## config.mk

```make
export PLATFORM = sky130hd
export DESIGN_NAME = pen_locator
export DESIGN_NICKNAME = d
export VERILOG_FILES = /design/src/rtl/pen_locator_pkg.sv /design/src/rtl/pen_locator_sync.sv /design/src/rtl/pen_locator.sv
export SDC_FILE = /design/constraint.sdc
export NUM_CORES = 1
export LEC_CHECK = 0
export BUFFER_PORTS_ARGS = -buffer_cell sky130_fd_sc_hd__buf_2
export CORE_MARGIN = 4
export CORE_UTILIZATION = 43
export DETAILED_ROUTE_END_ITERATION = 6
export HOLD_SLACK_MARGIN = 0.08
export PLACE_DENSITY = 0.69
export SYNTH_ARGS = -nofsm -noshare
export SYNTH_HDL_FRONTEND = slang
export SYNTH_SLANG_ARGS = --single-unit
```

## constraint.sdc

```tcl
create_clock -name clk -period 2.42 [get_ports clk]
set_input_delay 0.121 -clock clk [delete_from_list [all_inputs] [get_ports clk]]
set_output_delay 0.121 -clock clk [all_outputs]
set_load 0.03 [all_outputs]
```

## src/rtl/pen_locator_pkg.sv

```systemverilog
`default_nettype none
// +--------------------------------------------------------------------------+
// | pen_locator_pkg                                                          |
// | Shared FSM encodings, matrix geometry and one-hot decode helper.         |
// | Rev 1.0                                                                  |
// +--------------------------------------------------------------------------+
package pen_locator_pkg;

  localparam int MATRIX_DIM = 8;
  localparam int IDX_W      = 6;
  localparam int COORD_W    = 3;

  typedef enum logic [1:0] {
    ST_IDLE   = 2'd0,
    ST_REQ    = 2'd1,
    ST_PROBE  = 2'd2,
    ST_REPORT = 2'd3
  } state_t;

  function automatic logic [MATRIX_DIM-1:0] one_hot(input logic [COORD_W-1:0] sel);
    logic [MATRIX_DIM-1:0] v;
    v      = '0;
    v[sel] = 1'b1;
    return v;
  endfunction

endpackage : pen_locator_pkg
`default_nettype wire

```

## src/rtl/pen_locator_sync.sv

```systemverilog
`default_nettype none
// +--------------------------------------------------------------------------+
// | pen_locator_sync                                                         |
// | Two-flop synchronizer for the asynchronous light-pen sense input.       |
// | Rev 1.0                                                                  |
// +--------------------------------------------------------------------------+
module pen_locator_sync (
  input  logic clk,
  input  logic rst,
  input  logic d,
  output logic q
);

  logic r_meta;

  always_ff @(posedge clk or posedge rst) begin
    if (rst) begin
      r_meta <= 1'b0;
      q      <= 1'b0;
    end else begin
      r_meta <= d;
      q      <= r_meta;
    end
  end

endmodule : pen_locator_sync
`default_nettype wire

```

## src/rtl/pen_locator.sv

```systemverilog
`default_nettype none
// +--------------------------------------------------------------------------+
// | pen_locator                                                              |
// | Sweeps the 8x8 matrix one pixel at a time and reports the first pixel    |
// | the light pen sees, borrowing the matrix from led_driver via req/gnt.    |
// | Rev 1.0                                                                  |
// +--------------------------------------------------------------------------+
module pen_locator
  import pen_locator_pkg::*;
#(
  parameter int DWELL_CYC  = 5000,
  parameter int SETTLE_CYC = 2000,
  parameter int HIT_MIN    = 64
) (
  input  logic                  clk,
  input  logic                  rst,
  input  logic                  start,
  input  logic                  pen_i,
  output logic                  scan_req,
  input  logic                  scan_gnt,
  output logic [MATRIX_DIM-1:0] probe_row,
  output logic [MATRIX_DIM-1:0] probe_col,
  output logic [COORD_W-1:0]    pos_x,
  output logic [COORD_W-1:0]    pos_y,
  output logic                  pos_valid,
  input  logic                  pos_ready,
  output logic                  miss,
  output logic                  abort,
  output logic                  busy
);

  localparam int DW_W  = $clog2(DWELL_CYC);
  localparam int HIT_W = $clog2(DWELL_CYC - SETTLE_CYC + 1);

  localparam logic [DW_W-1:0]  c_dwell_last = DW_W'(DWELL_CYC - 1);
  localparam logic [DW_W-1:0]  c_settle     = DW_W'(SETTLE_CYC);
  localparam logic [HIT_W-1:0] c_hit_max    = HIT_W'(DWELL_CYC - SETTLE_CYC);
  localparam logic [HIT_W-1:0] c_hit_min    = HIT_W'(HIT_MIN);
  localparam logic [IDX_W-1:0] c_idx_last   = IDX_W'(MATRIX_DIM * MATRIX_DIM - 1);

  if (DWELL_CYC < 2 || SETTLE_CYC < 0 || SETTLE_CYC >= DWELL_CYC ||
      HIT_MIN < 1 || HIT_MIN > DWELL_CYC - SETTLE_CYC) begin : g_param_check
    $error("pen_locator: illegal DWELL_CYC/SETTLE_CYC/HIT_MIN combination");
  end

  state_t             r_state;
  logic [IDX_W-1:0]   r_idx;
  logic [DW_W-1:0]    r_dwell_cnt;
  logic [HIT_W-1:0]   r_hit_cnt;
  logic               w_pen_s;
  logic               w_sample;
  logic               w_dwell_last;
  logic [HIT_W-1:0]   w_hit_next;
  logic               w_hit;
  logic               w_lit;

  pen_locator_sync u_pen_sync (
    .clk (clk),
    .rst (rst),
    .d   (pen_i),
    .q   (w_pen_s)
  );

  // Samples before SETTLE_CYC are discarded while the phototransistor rises.
  assign w_sample     = (r_dwell_cnt >= c_settle) && w_pen_s;
  assign w_dwell_last = (r_dwell_cnt == c_dwell_last);
  assign w_hit_next   = (w_sample && (r_hit_cnt != c_hit_max)) ? r_hit_cnt + 1'b1 : r_hit_cnt;
  assign w_hit        = (w_hit_next >= c_hit_min);

  // Gated by scan_gnt so the panel goes dark in the very cycle the grant is lost.
  assign w_lit     = (r_state == ST_PROBE) && scan_gnt;
  assign probe_row = w_lit ? one_hot(r_idx[IDX_W-1:COORD_W]) : '0;
  assign probe_col = w_lit ? one_hot(r_idx[COORD_W-1:0])     : '0;
  assign busy      = (r_state != ST_IDLE);

  always_ff @(posedge clk or posedge rst) begin
    if (rst) begin
      r_state     <= ST_IDLE;
      r_idx       <= '0;
      r_dwell_cnt <= '0;
      r_hit_cnt   <= '0;
      scan_req    <= 1'b0;
      pos_x       <= '0;
      pos_y       <= '0;
      pos_valid   <= 1'b0;
      miss        <= 1'b0;
      abort       <= 1'b0;
    end else begin
      miss  <= 1'b0;
      abort <= 1'b0;
      case (r_state)
        ST_IDLE: begin
          if (start) begin
            scan_req <= 1'b1;
            r_state  <= ST_REQ;
          end
        end

        ST_REQ: begin
          if (scan_gnt) begin
            r_idx       <= '0;
            r_dwell_cnt <= '0;
            r_hit_cnt   <= '0;
            r_state     <= ST_PROBE;
          end
        end

        ST_PROBE: begin
          if (!scan_gnt) begin
            abort    <= 1'b1;
            scan_req <= 1'b0;
            r_state  <= ST_IDLE;
          end else if (w_dwell_last) begin
            if (w_hit) begin
              pos_x     <= r_idx[COORD_W-1:0];
              pos_y     <= r_idx[IDX_W-1:COORD_W];
              pos_valid <= 1'b1;
              scan_req  <= 1'b0;
              r_state   <= ST_REPORT;
            end else if (r_idx == c_idx_last) begin
              miss     <= 1'b1;
              scan_req <= 1'b0;
              r_state  <= ST_IDLE;
            end else begin
              r_idx       <= r_idx + 1'b1;
              r_dwell_cnt <= '0;
              r_hit_cnt   <= '0;
            end
          end else begin
            r_dwell_cnt <= r_dwell_cnt + 1'b1;
            r_hit_cnt   <= w_hit_next;
          end
        end

        ST_REPORT: begin
          if (pos_ready) begin
            pos_valid <= 1'b0;
            r_state   <= ST_IDLE;
          end
        end

        default: r_state <= ST_IDLE;
      endcase
    end
  end

endmodule : pen_locator
`default_nettype wire
```

# --- Yosys cells after proc, flatten, opt, wreduce, memory -nomap -nowiden ---
# Cells that the tools add are included.
word_totals:
  mem_bits_ro: 0
  reg_bits: 45
  memories: 0
  ram_bits: 0
  in_bits: 6
  word_cells: 106
  latch_bits: 0
  output_inout_bits: 27
classes:
  div_mod_pow: 0
  eq_ne: 18
  n_bitwise: 0
  multipliers: 0
  add_sub_neg: 3
  order_cmp: 6
  n_shift: 0
  reduce_logical: 16
  n_mux: 51
ops:
  columns: ["operator", "count"]
  rows:
  - ["two-way mux 12 bit", 6]
  - ["two-way mux 13 bit", 5]
  - ["two-way mux 6 bit", 5]
  - ["one-hot mux 13 bit (2 select lines)", 1]
  - ["one-hot mux 12 bit (2 select lines)", 1]
  - ["two-way mux 1 bit", 18]
  - ["two-way mux 8 bit", 2]
  - ["inequality test 2 bit, second input constant", 8]
  - ["AND reduction 5 bit", 3]
  - ["two-way mux 2 bit", 7]
  - ["adder 13 x 1 -> 13 bit, second input constant", 1]
  - ["equality test 13 bit, second input constant", 1]
  - [">= comparator 13 x 11 -> 1 bit, second input constant", 1]
  - ["adder 12 x 1 -> 12 bit, second input constant", 1]
  - [">= comparator 12 x 7 -> 1 bit, second input constant", 1]
  - ["inequality test 12 bit, second input constant", 1]
  - ["one-hot mux 6 bit (2 select lines)", 1]
  - ["inequality test 3 bit, second input constant", 3]
  - ["< comparator 3 x 4 -> 1 bit, second input constant", 2]
  - ["one-hot mux 2 bit (4 select lines)", 1]
  - ["AND reduction 4 bit", 2]
  - ["nonzero test 2 bit", 4]
  - ["adder 6 x 1 -> 6 bit, second input constant", 1]
  - ["demux 1 bit (select 3 bit)", 2]
  - ["other kinds (9)", 16]

# --- Depth between registers and ports, before layout ---
# Gate-level depths: netlist (run 1).
depth:
  ltp_word: 9
  ltp_mapped: 10
  ltp_nobuf: 9

# --- Cells and area by module ---
# A second synthesis (run 1) with hierarchy kept.
hier_totals:
  cells_unflattened: 331
  area_unflattened_um2: 2836.5
by_module_without_submodules:
  columns: ["mod", "seq_area_each_um2", "area_per_inst_um2", "instances", "cells_per_inst"]
  rows:
  - ["pen_locator", 1076.0, 2782.7, 1, 328]
  - ["pen_locator_sync", 50.0, 53.8, 1, 3]

# --- Worst setup path after synthesis (run 1) ---
# Ideal clock, no wire load.
synth_timing:
  path_kind: "register to register"
  startpoint: "register r_dwell_cnt[8]"
  endpoint: "register pos_x[2]"
  synth_period_minus_slack_ps: 2559
  path_stages_with_launch: 9
  required_time_ps: 2292
  path_buffers: 1
  path_slack_ps: -139
  arrival_time_ps: 2432
  setup_time_ps: 128
  cell_sequence: "dfrtp_1 nand3_1 o31a_1 nor4_1 mux2i_1 nand3_1 and2_1 buf_2 mux2_1"
synth_between:
  elab_chain_len: 6
  elab_cells_between_ends: 7
  cone_classes: "order compare (2); eq/ne (1); mux (1); reduce/logical (3)"
synth_rtl:
  columns: ["item", "line", "source"]
  rows:
  - ["start, declared", "pen_locator.sv:48", "logic [DW_W-1:0] r_dwell_cnt;"]
  - ["start signal, assigned", "pen_locator.sv:130", "r_dwell_cnt <= r_dwell_cnt + 1'b1;"]
  - [">= comparator 13 x 11 -> 1 bit", "pen_locator.sv:65", "assign w_sample = (r_dwell_cnt >= c_settle) && w_pen_s;"]
  - ["logical AND 1 bit", "pen_locator.sv:65", null]
  - ["logical AND 1 bit", "pen_locator.sv:67", "assign w_hit_next = (w_sample && (r_hit_cnt != c_hit_max)) ? r_hit_cnt + 1'b1 : r_hit_cnt;"]
  - ["two-way mux 12 bit", "pen_locator.sv:67", null]
  - [">= comparator 12 x 7 -> 1 bit", "pen_locator.sv:68", "assign w_hit = (w_hit_next >= c_hit_min);"]
  - ["AND reduction 4 bit (no line) *", null, null]
  - ["end signal, assigned", "pen_locator.sv:115", "pos_x <= r_idx[COORD_W-1:0];"]
  - ["end, declared", "pen_locator.sv:23", "output logic [COORD_W-1:0] pos_x,"]
# Every way passes the cells marked *; elsewhere a longest branch is shown, timed or not.
# A chain may end at the register's enable or synchronous reset.

# --- Worst setup path in the final report (run 1) ---
layout_timing:
  startpoint: "register r_hit_cnt[6]"
  endpoint: "register r_hit_cnt[9]"
layout_between:
  elab_chain_len: 6
  elab_cells_between_ends: 10
  cone_classes: "add/sub (1); order compare (1); eq/ne (2); mux (4); reduce/logical (2)"
layout_rtl:
  columns: ["item", "line", "source"]
  rows:
  - ["start, declared", "pen_locator.sv:49", "logic [HIT_W-1:0] r_hit_cnt;"]
  - ["start signal, assigned", "pen_locator.sv:131", "r_hit_cnt <= w_hit_next;"]
  - ["parallel branches: the longest is 2 deep, another holds adder 12 x 1 -> 12 bit", null, null]
  - ["two-way mux 12 bit *", "pen_locator.sv:67", null]
  - [">= comparator 12 x 7 -> 1 bit / two-way mux 12 bit (equally long branches)", "pen_locator.sv:68, pen_locator.sv:113", null]
  - ["inequality test 3 bit (no line) / two-way mux 12 bit (equally long branches)", null, null]
  - ["AND reduction 5 bit (no line) / one-hot mux 12 bit (2 select lines) (equally long branches)", null, null]
# Every way passes the cells marked *. The select of a mux whose other input is x is not followed.

==> flow_summary.toml, run 1 <==
[outcome]
outcome = "finished, violations left"
violations = "setup timing"

[die]
rows = 29
io-pin-count = 33
die-area_mm2 = 0.00807
die_h_um = 89.9
fp.dieW_um = 89.9
core_mm2 = 0.00642
start_util = 0.449

[global_routing]
grtUsageMet3 = 0.0242
grtUsageTotal = 0.195
grt_max_degree = 46
use_met2 = 0.333
grt_pass1_vias = 2750
grt-busiest-layer = "met2"
antenna_found_initial = 0
grt-ovfl-total = 0
grt_pass1_wl_um = 13200
grt_use_met1 = 0.262

[worst_setup_path]
slowest_delay_ns = 0.56
crit_type = "flip-flop to flip-flop"
worstPathCellList = "nand4bb_4 -> nor4_4 -> nor4_2 -> mux2_4 -> buf_4 -> nand4_4 -> buf_6 -> nand2_1 -> a32o_1"
crit_arrival_ns = 2.80
crit_fanout = 6
reg2reg_depth = 9
crit_family = "simple AND/OR/NAND/NOR gates"
critPathCaptureType = "flip-flop"
startpoint_type = "flip-flop"
worstReg2RegEnd = "r_hit_cnt[9]"
reg2reg_from = "r_hit_cnt[6]"
cp.buffers_inverters = 2
slowest_stage = "nor4_4"
cp.required_ns = 2.61
r2r_setup_slack_ns = -0.19

[drt]
first_pass_iters = 5
wl_per_cell_um = 16.9
drt-total-wl_um = 8430
drt_iter0_drc = 202
via_per_inst = 5.85
routed-via-count = 2911
ant_nets = 0
drcViolationCount = 0

[yosys]
avgSynthCellArea_um2 = 8.63
yosysWarnings = 0
synth_ff_type = "dfrtp_1"
synth_top_family_by_area = "simple AND/OR/NAND/NOR gates"
synth_edf_count = 0
synth_simple_gate_area_frac = 0.308
synth_compound_area_frac = 0.118
synth-xor-area-share = 0
yosysSeqAreaShare = 0.391
ys_types = 51
synth_fa_ha_area_frac = 0.0217
synthArstFlopShare = 1.00
syn_area_mm2 = 0.00288
ys_ff_latch = 45
synth_cells = 334
syn-num-nets = 345
muxShareOfSynthArea = 0.116

[timing]
setup_violations = 36
finalWorstSetupSlack_ns = -0.185
period_minus_slack_ns = 2.61
maxSlewViolCount = 0
worst_pin_slew_ns = 0.958
fin_hold_ws_ns = 0.0961
skew_ns = 0.00600
rsz0062_at_grt = "true"
final.setup.tns_ns = -2.95
relSlewSlack = 0.360
hold_viol_final = 0
finalCritPeriodShare = 1.08
fmax_mhz = 384

[min_path]
min_to = "scan_req"
min_from = "start"
hold_path.class = "primary input to flip-flop"
min_path_cells = 3

[pwr]
power.density_mw_per_mm2 = 593
vdd_drop_max_mv = 0.334
p_leak_uw = 0.00178

[layout]
layout.nets = 431
diodes = 0
area.growth.synth_to_final_pct = 38.5
fillers = 518
stdcell_count = 498
final_design_area_no_fill_mm2 = 0.00399
drive_above_1_share = 0.380

[cts]
clk_pin_slew_ns = 0.09
root_buffer = "clkbuf_8"
cts_buffer_depth = 2
htreeDepth = 2
clock_latency_ns = 0.30
cts_sinks = 45
cts_made_buffers = 5
cts_tree = "yes"

[placement]
globalplace.congestion = 0.923
io_buffers = 32
dp_hpwl_um = 5530
placed_cells = 477
placed_area_mm2 = 0.00353

[flow_run]
cap_violations = 0
-- sequential cells by signal, indices dropped and copies added (netlist names) --
signal	cells
r_state	2
miss	1
scan_req	1
r_hit_cnt	12
pos_valid	1
r_dwell_cnt	13
u_pen_sync.q	1
pos_y	3
u_pen_sync.r_meta	1
r_idx	6
abort	1
pos_x	3
-- routing by layer --
layer | wire length (µm) | vias to the layer above
met5 | 0 | -
met4 | 113 | 0
met3 | 371 | 18
met2 | 4230 | 96
met1 | 3710 | 1427
li1 | - | 1370
-- worst max path at each step --
| stage | startpoint | end | slack (ns) | cells past startpoint |
|---|---|---|---|---|
| 2_1_floorplan | r_dwell_cnt[6] | pos_x[0] | -0.02 | 9 |
| 3_3_place_gp | r_hit_cnt[0] | pos_y[1] | -0.14 | 9 |
| 6_report | r_hit_cnt[6] | r_hit_cnt[9] | -0.19 | 9 |
| 4_1_cts | r_hit_cnt[1] | r_hit_cnt[4] | -0.07 | 10 |
| 3_5_place_dp | r_hit_cnt[0] | pos_y[1] | -0.22 | 9 |
| 5_1_grt | r_hit_cnt[0] | r_hit_cnt[3] | -0.28 | 10 |
-- per-stage QoR --
stage | total power [µW] | utilization | worst slack, ns
after floorplan | 1480 | - | -0.0219
after global placement | 1750 | 0.549 | -0.140
after detailed placement | 1770 | 0.549 | -0.224
after CTS | 2320 | 0.598 | -0.0712
after global routing | 2500 | 0.621 | -0.279
final | 2370 | 0.621 | -0.185
-- kinds of logic after synthesis --
group | after synthesis
AOI/OAI and AO/OA | 50
muxes | 31
buffers and inverters | 33
and+or+nand+nor | 170
adders and majority gates | 5
DFF | 45
-- worst min-delay path: stages --
cell and delay (ns):
buf_2 0.09, a31oi_1 0.07, o21ai_1 0.07
-- where the power goes --
part / total, µW / switching, µW / internal (µW)
combinational: 990 / 614 / 376
clock: 468 / 263 / 205
sequential: 909 / 88.5 / 820
total: 2370 / 965 / 1400
-- timing repair --
item | in CTS | in global routing
hold buffers | 3 | 0
pin swaps | 17 | 10
gates resized for setup | 36 | 26
setup endpoints to repair | 35 | 42
endpoints found under the hold margin | 19 | 0
cloned | 2 | 0
setup buffers | 4 | 5
-- cells in the final DEF (no fill, tap or decap), drive strengths merged, types with 2 or more instances in the layout --
cell / instances
or4: 2
o21ai: 7
nor2: 33
buf: 95
ha: 5
dlygate4sd3: 3
nor4b: 2
nand2: 37
nor3: 11
and4: 3
a211oi: 4
clkbuf: 7
and2: 4
o31ai: 2
inv: 13
o21a: 2
a31oi: 3
mux2i: 22
nand4b: 2
a21o: 2
or2: 4
nand2b: 6
a21oi: 19
o2bb2ai: 2
nand4: 5
nor4: 8
mux2: 8
nand3: 38
and3: 3
nand3b: 10
dfrtp: 45
-- synthesized netlist by cell type (7+ instances only) --
library cell / instances / area, µm²
nor4_1: 7 / 43.8
buf_2: 7 / 35.0
nand3b_1: 10 / 75.1
mux2i_1: 22 / 220
o21ai_0: 7 / 35.0
a21oi_1: 18 / 90.1
nand2_1: 37 / 139
inv_1: 13 / 48.8
dfrtp_1: 45 / 1130
nor3_1: 11 / 55.1
clkbuf_1: 11 / 41.3
nor2_1: 33 / 124
nand3_1: 38 / 190
-- final cells by class --
class	count	area [µm²]	area share
multi-input cells	256	1910	0.478
well taps	77	96.3	0.0241
clock buffers	7	76.3	0.0191
repair buffers	98	722	0.181
clock inverters	1	7.51	0.00188
inverters	14	52.6	0.0132
flip-flops and latches	45	1130	0.282
(Power assumes the default switching activity.)
==> inputs of run 2 (changes only) <==
--- a/config.mk
+++ b/config.mk
@@ -5,6 +5,7 @@
 export SDC_FILE = /design/constraint.sdc
 export NUM_CORES = 1
 export LEC_CHECK = 0
+export ABC_AREA = 1
 export BUFFER_PORTS_ARGS = -buffer_cell sky130_fd_sc_hd__buf_2
 export CORE_MARGIN = 4
 export CORE_UTILIZATION = 43
==> run 2 against run 1 <==
  * Cell area decreased by 12%
  * Clock skew increased by 0.0046 ns
  * Via count increased by 2.8%
  * The run now ends clean
  * Wire length decreased by 13%
  * Worst setup slack improved by 0.40 ns
  * Die area increased by 6.2%
  * Sequential cell count unchanged
  * Final cell count increased by 18%
  * Synthesized area increased by 6.8%
  * Synthesized cell count increased by 35%
==> flow_summary.toml, run 2 <==
[die]
core_mm2 = 0.00687
die-area_mm2 = 0.00857
start_util = 0.448
die_h_um = 92.6
rows = 30
io-pin-count = 33
fp.dieW_um = 92.6

[worst_setup_path]
cp-endpoint = "r_hit_cnt[10]"
r2r_setup_slack_ns = 0.22
crit_fanout = 21
reg2reg_from = "r_hit_cnt[0]"
crit_type = "flip-flop to flip-flop"
cpMostUsedCell = "nand3_1"
critPathCaptureType = "flip-flop"
startpoint_type = "flip-flop"
cp.buffers_inverters = 4
path_depth = 14
worstReg2RegEnd = "r_hit_cnt[10]"
startpoint = "r_hit_cnt[0]"
slowest_delay_ns = 0.46
crit_family = "simple AND/OR/NAND/NOR gates"
worstPathCellList = "inv_1 -> ha_1 -> nand3_1 -> clkinv_1 -> nand3_2 -> nand3_4 -> buf_4 -> nand2_2 -> a21oi_4 -> nand4_1 -> nand2_4 -> buf_12 -> nand3_1 -> nand2_1"
reg2reg_depth = 14
slowest_stage = "dfrtp_2"
crit_arrival_ns = 2.44
cp.required_ns = 2.66

[pwr]
vdd_drop_max_mv = 0.304
power.density_mw_per_mm2 = 602
p_leak_uw = 0.00172
power.total_uw = 2120

[placement]
io_buffers = 32
globalplace.congestion = 0.874
dp_hpwl_um = 5250

[yosys]
synth_edf_count = 0
synth_ff_type = "dfrtp_1"
ys_types = 34
synth_top_area_share = 0.366
synth_cells = 452
syn_area_mm2 = 0.00308
ys_ff_latch = 45
yosysSeqAreaShare = 0.366
yosysMostFrequentCell = "nand2_1"
yosysWarnings = 0
synth_area_leaders = "dfrtp_1 37%, nand2_1 19%, nand3_1 7.3%"
syn-num-nets = 463
avgSynthCellArea_um2 = 6.81
synth_common_cells = "159 x nand2_1, 60 x nor2_1, 45 x dfrtp_1, 45 x nand3_1, 38 x inv_1"
synthArstFlopShare = 1.00
yosysTopAreaCell = "dfrtp_1"

[drt]
drcViolationCount = 0
wl_per_cell_um = 12.4
first_pass_iters = 4
drt-total-wl_um = 7310
ant_nets = 0
via_per_inst = 5.08
routed-via-count = 2993
drt_iter0_drc = 184

[global_routing]
antenna_found_initial = 0
grt_pass1_wl_um = 12600
grtUsageTotal = 0.179
grt-ovfl-total = 0
grt_max_degree = 46
grt_pass1_vias = 2848

[min_path]
hold_path.class = "primary input to asynchronous set/reset pin"

[outcome]
outcome = "finished, final reports clean"

[timing]
skew_ns = 0.0106
worst_pin_slew_ns = 0.952
final.setup.tns_ns = 0
period_minus_slack_ns = 2.20
rsz0062_at_grt = "false"
maxSlewViolCount = 0
hold_viol_final = 0
finalCritPeriodShare = 0.911
setup_violations = 0
fmax_mhz = 454
relSlewSlack = 0.364

[cts]
clock_latency_ns = 0.30
cts_made_buffers = 5
clk_pin_slew_ns = 0.09
cts_buffer_depth = 2
cts_tree = "yes"
root_buffer = "clkbuf_8"
htreeDepth = 2
cts_sinks = 45

[layout]
final_common_cell = "nand2_1"
final_cell_mix = "158 x nand2_1, 60 x nor2_1, 45 x nand3_1"
top_regs = "r_dwell_cnt: 13 flops, r_hit_cnt: 12 flops, r_idx: 6 flops"
top_register = "r_dwell_cnt"
area.growth.synth_to_final_pct = 14.6
seq_area_mm2 = 0.00113
fillers = 697
largest_reg_flops = 13
layout.nets = 503
diodes = 0
drive_above_1_share = 0.166
multiInputGateArea_mm2 = 0.00173

[flow_run]
cap_violations = 0
run 2: cell types whose count changed after synthesis, moves of 8 or more:
cell,before,now
inv_1,13,38
clkbuf_1,11,3
mux2i_1,22,0
nand2_1,37,159
nor2_1,33,60
a21oi_1,18,3
run 2: worst min-delay path by stage:
stage / from / end / slack, ns
2_1_floorplan: pen_i / u_pen_sync.r_meta / 0.15
3_3_place_gp: pen_i / u_pen_sync.r_meta / 0.23
3_5_place_dp: pen_i / u_pen_sync.r_meta / 0.23
4_1_cts: rst / pos_y[0] / 0.08
5_1_grt: rst / pos_y[0] / 0.13
6_report: rst / pos_y[0] / 0.04
run 2: routing by layer:
layer / track usage / wire length, µm / vias up
met5: 0 / 0 / -
met4: 0.0606 / 110 / 0
met3: 0.0301 / 347 / 12
met2: 0.308 / 3570 / 76
met1: 0.228 / 3280 / 1388
li1: - / - / 1517
run 2: layout make-up:
cell class              instances  share of cell area
inverters                      40              0.0426
clock buffers                   7              0.0245
repair buffers                 46              0.0802
clock inverters                 1             0.00851
flip-flops and latches         45               0.320
multi-input cells             354               0.491
well taps                      96              0.0341
run 2: worst reg2reg max path, cell delays in order, from the launching register on:
cell and delay [ns]:
dfrtp_2 0.46, inv_1 0.09, ha_1 0.14, nand3_1 0.10, clkinv_1 0.07, nand3_2 0.10
nand3_4 0.12, buf_4 0.13, nand2_2 0.06, a21oi_4 0.18, nand4_1 0.16, nand2_4 0.17
buf_12 0.17, nand3_1 0.09, nand2_1 0.10
run 2: cell families (layout without fill, tap and decap cells):
logic type,after synthesis,count (layout),share of synthesized area
XOR/XNOR,11,11,0.0313
adder cells (fa/ha/maj),5,5,0.0203
AND/OR/NAND/NOR,310,311,0.442
buffers and inverters,54,94,0.0805
flip-flops,45,45,0.366
AO/OA/AOI/OAI,27,27,0.0598
run 2: stage by stage:
| step | utilization | setup WS (ns) | hold WS, ns | instance area, µm² | cells |
|---|---|---|---|---|---|
| 2_1_floorplan | - | 0.385 | 0.152 | 3080 | 452 |
| 3_3_place_gp | 0.485 | 0.132 | 0.228 | 3330 | 574 |
| 3_5_place_dp | 0.485 | 0.0400 | 0.230 | 3330 | 574 |
| 4_1_cts | 0.505 | 0.0273 | 0.0811 | 3470 | 584 |
| 5_1_grt | 0.513 | 0.0200 | 0.128 | 3530 | 589 |
| 6_report | 0.513 | 0.215 | 0.0370 | 3530 | 589 |
run 2: power by group:
| part | internal [µW] | total (µW) | switching (µW) |
|---|---|---|---|
| sequential | 803 | 851 | 48.2 |
| combinational | 176 | 674 | 498 |
| clock | 337 | 597 | 260 |
| total | 1320 | 2120 | 806 |
run 2: repair_timing:
item                                    4_1_cts  5_1_grt
buffers inserted                              0        4
endpoints found under the setup margin        0       37
hold endpoints to repair                      2        0
hold buffers                                  2        0
gates resized for setup                       0        4
==> inputs of run 3 (changes only) <==
--- a/config.mk
+++ b/config.mk
@@ -7,6 +7,7 @@
 export LEC_CHECK = 0
 export ABC_AREA = 1
 export BUFFER_PORTS_ARGS = -buffer_cell sky130_fd_sc_hd__buf_2
+export CORE_ASPECT_RATIO = 1.4
 export CORE_MARGIN = 4
 export CORE_UTILIZATION = 43
 export DETAILED_ROUTE_END_ITERATION = 6
==> run 3 against run 2 <==
  * Clock power down 16%
  * First-iteration DRC count is 2.7% higher
  * Worst setup slack lost 0.011 ns
  * Global-route usage is 1.8 points higher
  * Register-to-register slack barely moved
  * Combinational power about the same
  * Worst hold slack better by 0.17 ns
  * Sequential power about the same
  * Wire length grew 4.7%
  * Sequential cell count is the same
  * Critical path type unchanged
  * Highest routed layer unchanged
==> flow_summary.toml, run 3 (synthesis results as in run 2) <==
[pwr]
power.density_mw_per_mm2 = 579
p_leak_uw = 0.00170
vdd_drop_max_mv = 0.413
power.total_uw = 2030

[placement]
place_ws_ns = 0.0551
placed_area_mm2 = 0.00332
dp_hpwl_um = 5680
globalplace.congestion = 0.884
io_buffers = 32

[timing]
fmax_mhz = 451
finalCritPeriodShare = 0.915
final.setup.tns_ns = 0
setup_violations = 0
hold_viol_final = 0
skew_ns = 0.0100
rsz0062_at_grt = "false"
finalWorstSetupSlack_ns = 0.205
relSlewSlack = 0.361
maxSlewViolCount = 0
period_minus_slack_ns = 2.22
worst_pin_slew_ns = 0.957

[layout]
final_cell_mix = "159 x nand2_1, 59 x nor2_1, 45 x nand3_1"
diodes = 0
layout.nets = 505
largest_reg_flops = 13
fillers = 705
seq_area_mm2 = 0.00113
top_regs = "r_dwell_cnt: 13 flops, r_hit_cnt: 12 flops, r_idx: 6 flops"
multiInputGateArea_mm2 = 0.00172
area.growth.synth_to_final_pct = 14.0
final_common_cell = "nand2_1"
final_design_area_no_fill_mm2 = 0.00351
top_register = "r_dwell_cnt"
drive_above_1_share = 0.174

[cts]
cts_buffer_depth = 2
cts_made_buffers = 5
clk_pin_slew_ns = 0.09
htreeDepth = 2
clock_latency_ns = 0.32
cts_tree = "yes"
root_buffer = "clkbuf_8"
cts_sinks = 45

[global_routing]
grt_pass1_wl_um = 13500
grt_max_degree = 46
grtUsageTotal = 0.197
grt_pass1_vias = 2913
grt-ovfl-total = 0
antenna_found_initial = 0

[die]
die-area_mm2 = 0.00859
core_mm2 = 0.00698
die_h_um = 108
rows = 36
io-pin-count = 33
fp.dieW_um = 79.5
start_util = 0.441

[drt]
wl_per_cell_um = 13.0
routed-via-count = 2986
drcViolationCount = 0
first_pass_iters = 4
drt-total-wl_um = 7650
ant_nets = 0
drt_iter0_drc = 189
via_per_inst = 5.06

[worst_setup_path]
crit_type = "flip-flop to flip-flop"
crit_fanout = 10
r2r_setup_slack_ns = 0.20
startpoint = "r_hit_cnt[2]"
startpoint_type = "flip-flop"
worstReg2RegEnd = "r_hit_cnt[3]"
critPathCaptureType = "flip-flop"
cp.required_ns = 2.68
crit_arrival_ns = 2.47
reg2reg_depth = 11
reg2reg_from = "r_hit_cnt[2]"

[min_path]
min_path_cells = 6
hold_path.class = "primary input to flip-flop"
min_to = "r_state[0]"
min_from = "pos_ready"

[outcome]
outcome = "finished, final reports clean"

[flow_run]
cap_violations = 0
-- run 3: how the worst max path moves through the flow --
stage                      end  slack (ns)  cells after the start
5_1_grt           r_hit_cnt[9]        0.02                     11
6_report          r_hit_cnt[3]        0.20                     11
2_1_floorplan         r_idx[0]        0.39                     16
4_1_cts           r_hit_cnt[6]        0.04                     14
3_5_place_dp   r_dwell_cnt[10]        0.06                     14
3_3_place_gp    r_dwell_cnt[1]        0.09                     14
-- run 3: critical path, cell delays in order, from the launching register on --
cell	delay, ns
dfrtp_1	0.53
nand3_1	0.22
nor3_1	0.29
nand3_1	0.11
nand2_1	0.06
nand2_1	0.10
a21oi_4	0.16
nand4_1	0.16
nand2_4	0.14
buf_4	0.19
nand3_1	0.10
nand2_1	0.08
-- run 3: final cells by class --
| type | count | share of cell area |
|---|---|---|
| multi-input cells | 353 | 0.491 |
| flip-flops and latches | 45 | 0.322 |
| repair buffers | 49 | 0.0842 |
| inverters | 40 | 0.0428 |
| well taps | 95 | 0.0339 |
| clock buffers | 5 | 0.0196 |
| clock inverters | 3 | 0.00713 |
-- run 3: power by group --
group	internal, µW	leakage, µW	switching, µW
Combinational	181	0.00104	494
Clock	209	0.0000447	295
Sequential	803	0.000614	49.6
-- run 3: through the flow --
| stage | utilization | std cells | hold WS (ns) |
|---|---|---|---|
| finish | 0.503 | 590 | 0.208 |
| global route | 0.503 | 590 | 0.232 |
| CTS | 0.493 | 584 | 0.201 |
| detailed placement | 0.475 | 573 | 0.234 |
| global placement | 0.475 | 573 | 0.229 |
| floorplan | - | 452 | 0.152 |
-- run 3: routing by layer --
layer	track usage	part of all wire	up-vias
met5	0	0	-
met2	0.351	0.52	62
met1	0.235	0.42	1387
met4	0.0823	0.029	0
li1	-	-	1519
met3	0.0275	0.031	18
-- run 3: what timing repair did --
action | 4_1_cts | 5_1_grt
endpoints found under the hold margin | 47 | 0
hold buffers | 3 | 0
endpoints found under the setup margin | 0 | 40
gates resized for setup | 0 | 6
setup buffers | 0 | 6
